==> src/rtl/l1_ahb_input_hold_stage.sv <==
// ---------------------------------------------------------------------------
// l1_ahb_input_hold_stage
//
// Input hold stage placed between one L1 AHB bus-matrix slave interface and
// its address decoder. If the decoder says the targeted output stage is not
// active for this port when a transfer is accepted, the address-phase
// controls are captured. The upstream master is stalled with HREADYOUTS low
// while the held transfer is replayed to the decoder until the output stage
// is granted. Otherwise the address phase passes through with zero latency.
//
// Ports
//   HCLK, HRESETn          clock, asynchronous active-low reset
//   HSELS..HREADYS         upstream address phase and bus HREADY
//   HREADYOUTS, HRESPS     response returned to the upstream bus
//   sel_op..lock_op        address phase presented to decoder / output stages
//   held_op                1 while the presented transfer is the held one
//   ready_op               HREADY presented to the decoder
//   active_op              decoder: output stage active for this address
//   readyout_dec, resp_dec decoder HREADYOUT / HRESP
//
// Handshake: an address phase is accepted on a clock edge where HSELS=1,
// HTRANSS is NONSEQ/SEQ and HREADYS=1. The held transfer is issued
// downstream on the edge where active_op=1 and readyout_dec=1; the upstream
// data phase of that transfer starts on the following cycle.
// ---------------------------------------------------------------------------
module l1_ahb_input_hold_stage #(
    parameter int unsigned ADDR_WIDTH  = 32,
    parameter int unsigned PROMOTE_SEQ = 1
) (
    input  logic                  HCLK,
    input  logic                  HRESETn,
    input  logic                  HSELS,
    input  logic [ADDR_WIDTH-1:0] HADDRS,
    input  logic [1:0]            HTRANSS,
    input  logic                  HWRITES,
    input  logic [2:0]            HSIZES,
    input  logic [2:0]            HBURSTS,
    input  logic [3:0]            HPROTS,
    input  logic                  HMASTLOCKS,
    input  logic                  HREADYS,
    output logic                  HREADYOUTS,
    output logic [1:0]            HRESPS,
    output logic                  sel_op,
    output logic [ADDR_WIDTH-1:0] addr_op,
    output logic [1:0]            trans_op,
    output logic                  write_op,
    output logic [2:0]            size_op,
    output logic [2:0]            burst_op,
    output logic [3:0]            prot_op,
    output logic                  lock_op,
    output logic                  held_op,
    output logic                  ready_op,
    input  logic                  active_op,
    input  logic                  readyout_dec,
    input  logic [1:0]            resp_dec
);

    localparam logic [1:0] TRANS_NONSEQ = 2'b10;
    localparam logic [1:0] TRANS_SEQ    = 2'b11;
    localparam logic [2:0] BURST_INCR   = 3'b001;
    localparam logic [1:0] RESP_OKAY    = 2'b00;

    logic                  pend_q,      pend_d;
    logic [ADDR_WIDTH-1:0] reg_addr_q,  reg_addr_d;
    logic [1:0]            reg_trans_q, reg_trans_d;
    logic                  reg_write_q, reg_write_d;
    logic [2:0]            reg_size_q,  reg_size_d;
    logic [2:0]            reg_burst_q, reg_burst_d;
    logic [3:0]            reg_prot_q,  reg_prot_d;
    logic                  reg_lock_q,  reg_lock_d;

    logic accept;
    logic promote;

    assign accept = HSELS & HTRANSS[1] & HREADYS;

    // Next-state for the pending flag and the holding register.
    always_comb begin
        pend_d      = pend_q;
        reg_addr_d  = reg_addr_q;
        reg_trans_d = reg_trans_q;
        reg_write_d = reg_write_q;
        reg_size_d  = reg_size_q;
        reg_burst_d = reg_burst_q;
        reg_prot_d  = reg_prot_q;
        reg_lock_d  = reg_lock_q;
        if (!pend_q) begin
            // The register shadows every completed address phase so that the
            // capture on pend 0->1 needs no separate load path.
            if (HREADYS) begin
                reg_addr_d  = HADDRS;
                reg_trans_d = HTRANSS;
                reg_write_d = HWRITES;
                reg_size_d  = HSIZES;
                reg_burst_d = HBURSTS;
                reg_prot_d  = HPROTS;
                reg_lock_d  = HMASTLOCKS;
            end
            if (accept && !active_op) begin
                pend_d = 1'b1;
            end
        end else if (active_op && readyout_dec) begin
            pend_d = 1'b0;
        end
    end

    always_ff @(posedge HCLK or negedge HRESETn) begin
        if (!HRESETn) begin
            pend_q      <= 1'b0;
            reg_addr_q  <= '0;
            reg_trans_q <= '0;
            reg_write_q <= 1'b0;
            reg_size_q  <= '0;
            reg_burst_q <= '0;
            reg_prot_q  <= '0;
            reg_lock_q  <= 1'b0;
        end else begin
            pend_q      <= pend_d;
            reg_addr_q  <= reg_addr_d;
            reg_trans_q <= reg_trans_d;
            reg_write_q <= reg_write_d;
            reg_size_q  <= reg_size_d;
            reg_burst_q <= reg_burst_d;
            reg_prot_q  <= reg_prot_d;
            reg_lock_q  <= reg_lock_d;
        end
    end

    // A replayed SEQ beat no longer follows its predecessor downstream, so it
    // is re-issued as the start of an undefined-length burst.
    assign promote = (PROMOTE_SEQ != 0) && (reg_trans_q == TRANS_SEQ);

    always_comb begin
        sel_op     = HSELS;
        addr_op    = HADDRS;
        trans_op   = HTRANSS;
        write_op   = HWRITES;
        size_op    = HSIZES;
        burst_op   = HBURSTS;
        prot_op    = HPROTS;
        lock_op    = HMASTLOCKS;
        ready_op   = HREADYS;
        held_op    = 1'b0;
        HREADYOUTS = readyout_dec;
        HRESPS     = resp_dec;
        if (pend_q) begin
            sel_op     = 1'b1;
            addr_op    = reg_addr_q;
            trans_op   = promote ? TRANS_NONSEQ : reg_trans_q;
            write_op   = reg_write_q;
            size_op    = reg_size_q;
            burst_op   = promote ? BURST_INCR : reg_burst_q;
            prot_op    = reg_prot_q;
            lock_op    = reg_lock_q;
            // The decoder sees its own HREADYOUT so it can complete the
            // previous data phase while the held address waits.
            ready_op   = readyout_dec;
            held_op    = 1'b1;
            HREADYOUTS = 1'b0;
            HRESPS     = RESP_OKAY;
        end
    end

endmodule
==> config.mk <==
export PLATFORM = sky130hd
export DESIGN_NAME = l1_ahb_input_hold_stage
export DESIGN_NICKNAME = d
export VERILOG_FILES = /design/src/rtl/l1_ahb_input_hold_stage.sv
export SDC_FILE = /design/constraint.sdc
export NUM_CORES = 1
export LEC_CHECK = 0
export BUFFER_PORTS_ARGS = -buffer_cell sky130_fd_sc_hd__buf_2
export CELL_PAD_IN_SITES_DETAIL_PLACEMENT = 0
export CELL_PAD_IN_SITES_GLOBAL_PLACEMENT = 2
export CORE_UTILIZATION = 33
export DETAILED_ROUTE_END_ITERATION = 7
export GPL_TIMING_DRIVEN = 0
export PLACE_DENSITY_LB_ADDON = 0.1
export SLEW_MARGIN = 20
export SYNTH_ARGS = -nofsm -noshare
export SYNTH_HDL_FRONTEND = slang
export SYNTH_SLANG_ARGS = --single-unit
==> constraint.sdc <==
create_clock -name HCLK -period 2.3 [get_ports HCLK]
set_clock_uncertainty 0.05 [all_clocks]
set_input_delay 0.23 -clock HCLK [delete_from_list [all_inputs] [get_ports HCLK]]
set_output_delay 0.23 -clock HCLK [all_outputs]
set_load 0.05 [all_outputs]
==> results.py, run 1 <==
metrics = {
    "sta": {
        "hold_violations": 0,
        "drv_slew": 0,
        "period_share": 0.8868,
        "worst_slew_pin_slew_ps": 601.4,
        "max_freq_mhz": 490.3,
        "tns_ps": 0,
        "rsz0062_at_grt": "no",
        "finalSetupViolations": 0,
        "min_period_ps": 2040,
        "slew_headroom": 0.5990,
    },
    "die": {
        "die_y_um": 88.86,
        "fp.dieW_um": 88.86,
        "fp-row-count": 31,
        "initial_core_util": 0.3415,
        "dieArea_um2": 7896,
        "num_io_pins": 106,
        "core_region_area_um2": 7292,
    },
    "synthesis": {
        "avgSynthCellArea_um2": 14.82,
        "synth-async-reset-ratio": 1.000,
        "synth.most_common_cell": "mux2_2",
        "synth_commonest_cells": "mux2_2, dfrtp_1, mux2_4",
        "synth_edf_count": 0,
        "synth_area_leaders": "dfrtp_1, mux2_2, mux2_4",
        "synth-seq-cells": 47,
        "synthFlopType": "dfrtp_1",
        "synth_cells": 168,
        "syn_nets": 222,
        "synth_warnings": 0,
        "synth_top_area_share": 0.4724,
        "yosysSeqAreaShare": 0.4724,
        "yosysTopAreaCell": "dfrtp_1",
        "synth_area_um2": 2490,
        "synth.distinct_cells": 17,
    },
    "clock_network": {
        "insertion_delay_ps": 290,
        "clock_sinks": 47,
        "h-tree-depth": 2,
        "cts_tree": "built",
        "clk_pin_slew_ps": 90,
        "cts_buffers": 5,
        "root_buffer": "clkbuf_8",
        "clk_path_buf_depth": 2,
        "post_cts_buffers": 0,
    },
    "power": {
        "p_per_area_nw_per_um2": 784.9,
        "swShare": 0.3514,
        "combPwrFrac": 0.360,
        "vdd_drop_max_uv": 356.3,
        "switching_power_mw": 0.9018,
        "clkPwrFrac": 0.247,
        "internal_power_mw": 1.664,
        "p_total_mw": 2.566,
        "p_leak_nw": 1.617,
        "power_frac_seq": 0.392,
    },
    "routing": {
        "vias_per_cell": 4.459,
        "wl_mm": 5.293,
        "wire_per_inst_um": 13.89,
        "drt_iter0_markers": 29,
        "drc": 0,
        "ant_nets": 0,
        "first_pass_iters": 4,
        "routed-via-count": 1699,
    },
    "setup_path": {
        "cp.required_ps": 2020,
        "cp-end-kind": "output port",
        "critPathLaunchType": "flop",
        "arrival_ps": 1760,
        "critPathKind": "reg -> out",
        "crit_path_max_fanout": 10,
        "reg2regPathDepth": 4,
    },
    "placed_design": {
        "hpwl_mm": 3.813,
        "portBuffers": 105,
        "place_area_um2": 3142,
        "gp_congestion": 0.6611,
    },
    "layout": {
        "multiInputGateArea_um2": 1215,
        "ff_latch_area_um2": 1176,
        "area_growth_pct": 31.31,
        "drive_gt1_frac": 0.7589,
        "num_antenna_cells": 0,
        "nNetsFinal": 335,
        "fill_cells": 737,
        "final_area_um2": 3269,
    },
    "global_routing": {
        "antenna_found_initial": 0,
        "first_global_vias": 1602,
        "grt_max_degree": 48,
        "gr-usage-all-layers": 0.1400,
        "grt_overflow": 0,
        "grt_pass1_wl_mm": 8.052,
    },
    "hold_path": {
        "hold_path_depth": 2,
        "hp-class": "in -> reg",
    },
    "run_status": {
        "status": "finished, final reports clean",
    },
    "job": {
        "cap_violations": 0,
    },
}
metrics by stage:
stage | instances | hold slack, ps | setup WS [ps] | utilization
floorplan | 168 | -115.6 | 56.26 | -
global placement | 372 | 373.1 | 565.2 | 0.4305
detailed placement | 372 | 246.3 | 572.2 | 0.4309
CTS | 381 | 45.27 | 227.0 | 0.4484
global route | 381 | 33.96 | 122.8 | 0.4484
finish | 381 | 54.89 | 260.3 | 0.4484
routing by layer:
metal | global-route usage | vias up | routed length [um]
met5 | 0 | - | 0
met1 | 0.1764 | 807 | 2436
li1 | - | 828 | -
met2 | 0.2273 | 57 | 2460
met4 | 0.04839 | 0 | 72
met3 | 0.04384 | 7 | 323
state kept, by name, summed over array words and instances, names as in the netlist:
| register | count |
|---|---|
| reg_trans_q | 2 |
| reg_prot_q | 4 |
| reg_write_q | 1 |
| pend_q | 1 |
| reg_burst_q | 3 |
| reg_size_q | 3 |
| reg_addr_q | 32 |
| reg_lock_q | 1 |
repair_timing:
item,4_1_cts,5_1_grt
hold buffers,1,0
resized for setup,0,0
setup endpoints to repair,0,0
hold endpoints to repair,47,0
worst max-delay path, cell delays in order, from the launching register on:
cell and delay [ps]:
dfrtp_1 380, buf_2 270, buf_4 240, mux2_2 350, buf_2 210
kinds of logic (layout without fill, tap and decap cells):
kind of cell           count (synthesis)  after routing  share of synthesized area
multiplexers                          88             88                     0.4417
AND/OR/NAND/NOR                       13             13                    0.03116
flip-flops                            47             47                     0.4724
buffers and inverters                 14            128                    0.03970
AO/OA/AOI/OAI                          6              6                    0.01508
cells in the final DEF (no fill, tap or decap), drive strengths merged, types with 2 or more instances in the layout:
cell type	synthesis	routed
inv	3	3
buf	11	116
o22ai	3	3
mux2	88	88
clkbuf	0	6
a21oi	2	2
dfrtp	47	47
nor2b	3	3
nand2	5	5
cell type report:
class | count | area share
clock buffer | 6 | 0.02526
sequential | 47 | 0.3597
multi-input combinational | 107 | 0.3716
tap | 99 | 0.03789
clock inverter | 2 | 0.01072
timing repair buffer | 106 | 0.1646
inverter | 3 | 0.003444
buffer | 11 | 0.02679
worst paths after layout:
check	startpoint	endpoint	slack (ps)
setup reg to reg	pend_q	reg_size_q[1]	940
hold reg to reg	reg_addr_q[22]	reg_addr_q[22]	460
hold / removal	active_op	pend_q	50
setup / recovery	pend_q	addr_op[13]	260
max in group asynchronous	HRESETn	reg_addr_q[2]	1370
min in group asynchronous	HRESETn	reg_addr_q[31]	430
power by group through the flow:
stage / logic (mW) / registers [mW] / clock network (mW)
2_1_floorplan: 0.730 / 1.01 / 0
3_3_place_gp: 0.929 / 1.02 / 0
3_5_place_dp: 0.936 / 1.02 / 0
4_1_cts: 0.939 / 1.01 / 0.662
5_1_grt: 0.984 / 1.02 / 0.701
6_report: 0.925 / 1.01 / 0.635
(Power assumes the default switching activity.)
==> run 2, diff against run 1 <==
PLACE_DENSITY_LB_ADDON = 0.3   (was 0.1)
==> run 2 against run 1 <==
Clock-buffer cell count rose by 1. Worst setup slack got worse by 37 ps. Cell area fell by 1.1%. Critical path type unchanged. Die area did not move.
==> results.py, run 2 (synthesized netlist as in run 1, its figures left out) <==
metrics = {
    "run_status": {
        "status": "finished, final reports clean",
    },
    "layout": {
        "mostFrequentLayoutCell": "buf_2",
        "area_growth_pct": 29.85,
        "largest_register_ffs": 32,
        "top_register": "reg_addr_q",
        "drive_gt1_frac": 0.7518,
        "final_area_um2": 3233,
        "final_cell_mix": "buf_2, mux2_2, dfrtp_1",
        "top_regs": "reg_addr_q (32), reg_prot_q (4)",
        "num_antenna_cells": 0,
        "fill_cells": 726,
        "nNetsFinal": 335,
    },
    "global_routing": {
        "antenna_found_initial": 0,
        "grt_max_degree": 48,
        "grt_pass1_wl_mm": 8.066,
        "first_global_vias": 1634,
        "gr-usage-all-layers": 0.1374,
        "grt_overflow": 0,
    },
    "clock_network": {
        "cts_tree": "built",
        "post_cts_buffers": 0,
        "ctsResizeCount": 0,
        "insertion_delay_ps": 290,
        "clk_pin_slew_ps": 90,
        "root_buffer": "clkbuf_8",
        "clock_sinks": 47,
        "ctsHoldBuffers": 0,
        "cts_buffers": 5,
        "h-tree-depth": 2,
        "clk_path_buf_depth": 2,
    },
    "routing": {
        "wl_mm": 5.299,
        "routed.top_layer": "met4",
        "routed-via-count": 1710,
        "wire_per_inst_um": 13.91,
        "vias_per_cell": 4.488,
        "first_pass_iters": 2,
        "wl_met2_mm": 2.309,
        "drc": 0,
        "drt_iter0_markers": 23,
        "ant_nets": 0,
        "wl_met1_mm": 2.490,
        "wl_met3_um": 443,
    },
    "sta": {
        "max_freq_mhz": 481.5,
        "worst_slew_pin_slew_ps": 606.2,
        "finalSetupViolations": 0,
        "period_share": 0.9030,
        "rsz0062_at_grt": "no",
        "drv_slew": 0,
        "tns_ps": 0,
        "slew_headroom": 0.5959,
        "hold_violations": 0,
        "min_period_ps": 2077,
    },
    "setup_path": {
        "slowest_stage": "dfrtp_1",
        "arrival_ps": 1800,
        "cp-end-kind": "output port",
        "critPathLaunchType": "flop",
        "cp.required_ps": 2020,
        "crit_path_max_fanout": 10,
        "crit_top_cell": "buf_2",
        "critPathKind": "reg -> out",
        "crit_path_max_incr_delay_ps": 390,
        "path_cells": "buf_2 > buf_4 > mux2_2 > buf_2",
        "rrSetupSlack_ps": 930,
    },
    "die": {
        "core_region_area_um2": 7292,
        "fp-row-count": 31,
        "initial_core_util": 0.3415,
        "die_y_um": 88.86,
        "num_io_pins": 106,
        "fp.dieW_um": 88.86,
        "dieArea_um2": 7896,
    },
    "placed_design": {
        "hpwl_mm": 3.771,
        "place_area_um2": 3139,
        "portBuffers": 105,
        "gp_congestion": 0.6508,
    },
    "power": {
        "p_per_area_nw_per_um2": 749.3,
        "vdd_drop_max_uv": 250.8,
        "p_leak_nw": 1.598,
        "p_total_mw": 2.423,
    },
    "hold_path": {
        "hp-class": "in -> reg",
    },
    "job": {
        "cap_violations": 0,
    },
}
## run 2: changes by cell type in the layout (fill, tap and decap cells not counted), sizes merged
cell,previous run,this run
bufinv,1,0
clkbuf,6,7
## run 2: report_power, final
group	total (mW)	switching, mW	internal (mW)	leakage (nW)
logic	0.925	0.559	0.366	1.01
clock network	0.489	0.275	0.214	0.0422
registers	1.01	0.0622	0.946	0.550
total	2.42	0.896	1.53	1.60
## run 2: final timing paths
| path | from | endpoint | cells after the start |
|---|---|---|---|
| min | active_op | pend_q | 2 |
| min reg2reg | reg_addr_q[18] | reg_addr_q[18] | 1 |
| max reg2reg | pend_q | reg_prot_q[2] | 4 |
| max | pend_q | addr_op[13] | 4 |
| max in group asynchronous | HRESETn | reg_addr_q[16] | 2 |
| min in group asynchronous | HRESETn | reg_size_q[2] | 2 |
## run 2: per-layer routing
layer / GRT usage / vias up
met1: 0.1863 / 810
met5: 0 / -
met4: 0.03519 / 0
met2: 0.2077 / 70
li1: - / 824
met3: 0.05037 / 6
## run 2: cell type report
cell class	instances	area [um^2]	share of cell area
Clock buffer	7	76.32	0.02361
Multi-Input combinational cell	107	1215	0.3758
Buffer	11	87.58	0.02709
Sequential cell	47	1176	0.3638
Timing Repair Buffer	106	538.0	0.1664
Tap cell	99	123.9	0.03831
Inverter	3	11.26	0.003483
Clock inverter	1	5.005	0.001548
## run 2: metrics by stage
stage            util  worst slack [ps]  hold slack, ps  cells
2_1_floorplan       -             56.26          -115.6    168
3_3_place_gp   0.4305             541.7           374.7    372
3_5_place_dp   0.4305             542.4           374.3    372
4_1_cts        0.4417             189.2           51.68    380
5_1_grt        0.4434             117.1           55.37    381
6_report       0.4434             223.2           62.75    381
## run 2: critical path, delay by kind of cell, from the launching register on
family / cells / cell delay, ps
buf+inv: 3 / 750
mux: 1 / 350
flops: 1 / 390
==> run 3, diff against run 2 <==
CORE_UTILIZATION = 31   (was 33)
clock period = 2.1 ns   (was 2.3 ns; I/O delays follow)
==> run 3 against run 2 <==
Largest power group unchanged. Clock power increased by 41%. Wire length increased by 1.5%. Critical endpoint is now addr_op[12]. Core utilization decreased by 2.1 points. First-iteration DRC count increased by 13%. Register-to-register slack got worse by 240 ps. Critical path type unchanged.
==> results.py, run 3 (synthesized netlist as in run 1, its figures left out) <==
metrics = {
    "layout": {
        "num_antenna_cells": 0,
        "top_register": "reg_addr_q",
        "final_cell_mix": "buf_2, mux2_2, dfrtp_1",
        "drive_gt1_frac": 0.7624,
        "largest_register_ffs": 32,
        "nNetsFinal": 335,
        "fill_cells": 795,
        "top_regs": "reg_addr_q (32), reg_prot_q (4)",
        "final-instance-count-excl-fill": 384,
        "mostFrequentLayoutCell": "buf_2",
        "area_growth_pct": 31.81,
    },
    "setup_path": {
        "reg2regPathDepth": 4,
        "arrival_ps": 1710,
        "cp-end-kind": "output port",
        "cp.required_ps": 1840,
        "r2r_end": "reg_prot_q[2]",
        "critPathKind": "reg -> out",
        "critPathLaunchType": "flop",
        "timing.rr.start": "pend_q",
        "crit_path_max_fanout": 10,
        "rrSetupSlack_ps": 690,
    },
    "run_status": {
        "status": "finished, final reports clean",
    },
    "placed_design": {
        "portBuffers": 105,
        "hpwl_mm": 3.832,
        "gp_congestion": 0.6722,
        "dpl_worst_slack_ps": 309.2,
        "placedCellCount": 375,
    },
    "clock_network": {
        "clk_path_buf_depth": 2,
        "post_cts_buffers": 0,
        "cts_buffers": 5,
        "cts_tree": "built",
        "clock_sinks": 47,
        "root_buffer": "clkbuf_8",
        "h-tree-depth": 2,
        "clk_pin_slew_ps": 90,
        "insertion_delay_ps": 290,
    },
    "global_routing": {
        "grt_max_degree": 48,
        "grt_overflow": 0,
        "antenna_found_initial": 0,
        "first_global_vias": 1783,
        "gr-usage-all-layers": 0.1323,
        "grt_pass1_wl_mm": 8.666,
    },
    "routing": {
        "drt_iter0_markers": 26,
        "vias_per_cell": 4.464,
        "ant_nets": 0,
        "wire_per_inst_um": 14.01,
        "routed-via-count": 1714,
        "drc": 0,
        "first_pass_iters": 4,
        "wl_mm": 5.379,
    },
    "power": {
        "vdd_drop_max_uv": 384.1,
        "p_total_mw": 2.812,
        "p_per_area_nw_per_um2": 856.9,
        "p_leak_nw": 1.619,
    },
    "die": {
        "fp-row-count": 32,
        "fp.dieW_um": 91.62,
        "core_region_area_um2": 7767,
        "num_io_pins": 106,
        "dieArea_um2": 8394,
        "initial_core_util": 0.3206,
        "die_y_um": 91.62,
    },
    "hold_path": {
        "min_from": "active_op",
        "hp-class": "in -> reg",
        "hold_path_depth": 2,
        "holdPathEnd": "pend_q",
    },
    "sta": {
        "worst_slew_pin_slew_ps": 608.6,
        "finalSetupViolations": 0,
        "drv_slew": 0,
        "hold_violations": 0,
        "worst_slack_ps": 127.0,
        "period_share": 0.9395,
        "rsz0062_at_grt": "no",
        "max_freq_mhz": 506.8,
        "min_period_ps": 1973,
        "slew_headroom": 0.5943,
    },
    "job": {
        "cap_violations": 0,
    },
}
==> run 3: worst max path at each step <==
stage                     startpoint           to  slack, ps
after floorplan               pend_q  burst_op[1]       -120
after global placement        pend_q  addr_op[20]        320
after detailed placement      pend_q  addr_op[20]        310
after CTS                     pend_q  addr_op[20]         70
after global routing          pend_q  addr_op[12]         10
final                         pend_q  addr_op[12]        130
==> run 3: what timing repair did <==
item                                    CTS  global route
resized for setup                         1             0
hold endpoints to repair                 47             0
endpoints found under the setup margin   22             0
hold buffers                              1             0
==> run 3: layout make-up <==
class	instances	area, um^2	share of cell area
clock buffer	6	82.58	0.02516
multi-input combinational	107	1221	0.3721
sequential	47	1176	0.3584
clock inverter	2	35.03	0.01067
buffer	11	90.09	0.02745
timing repair buffer	106	538.0	0.1639
inverter	3	11.26	0.003431
tap	102	127.6	0.03889
==> run 3: per-stage QoR <==
| stage | hold WS, ps | instance area [um^2] | utilization | TNS, ps |
|---|---|---|---|---|
| 3_3_place_gp | 348.8 | 3149 | 0.4054 | 0 |
| 3_5_place_dp | 232.5 | 3152 | 0.4058 | 0 |
| 6_report | 55.52 | 3282 | 0.4225 | 0 |
| 4_1_cts | 41.95 | 3282 | 0.4225 | 0 |
| 2_1_floorplan | -135.6 | 2496 | - | -343.0 |
| 5_1_grt | 51.45 | 3282 | 0.4225 | 0 |
==> run 3: report_power, final <==
group | switching [mW] | internal [mW] | leakage [nW]
sequential | 0.0687 | 1.04 | 0.550
clock | 0.305 | 0.386 | 0.0612
combinational | 0.613 | 0.403 | 1.01
total | 0.987 | 1.83 | 1.62
==> run 3: per-layer routing <==
metal	share of wire	GRT usage	routed length (um)
met1	0.50	0.1866	2665
met2	0.43	0.1949	2288
met4	0.010	0.03571	55
met3	0.069	0.04146	369
met5	0	0	0
==> run 3: worst max-delay path, stage by stage (launching register included) <==
cell     delay (ps)
dfrtp_1         410
buf_4           230
buf_4           220
mux2_2          350
buf_2           210
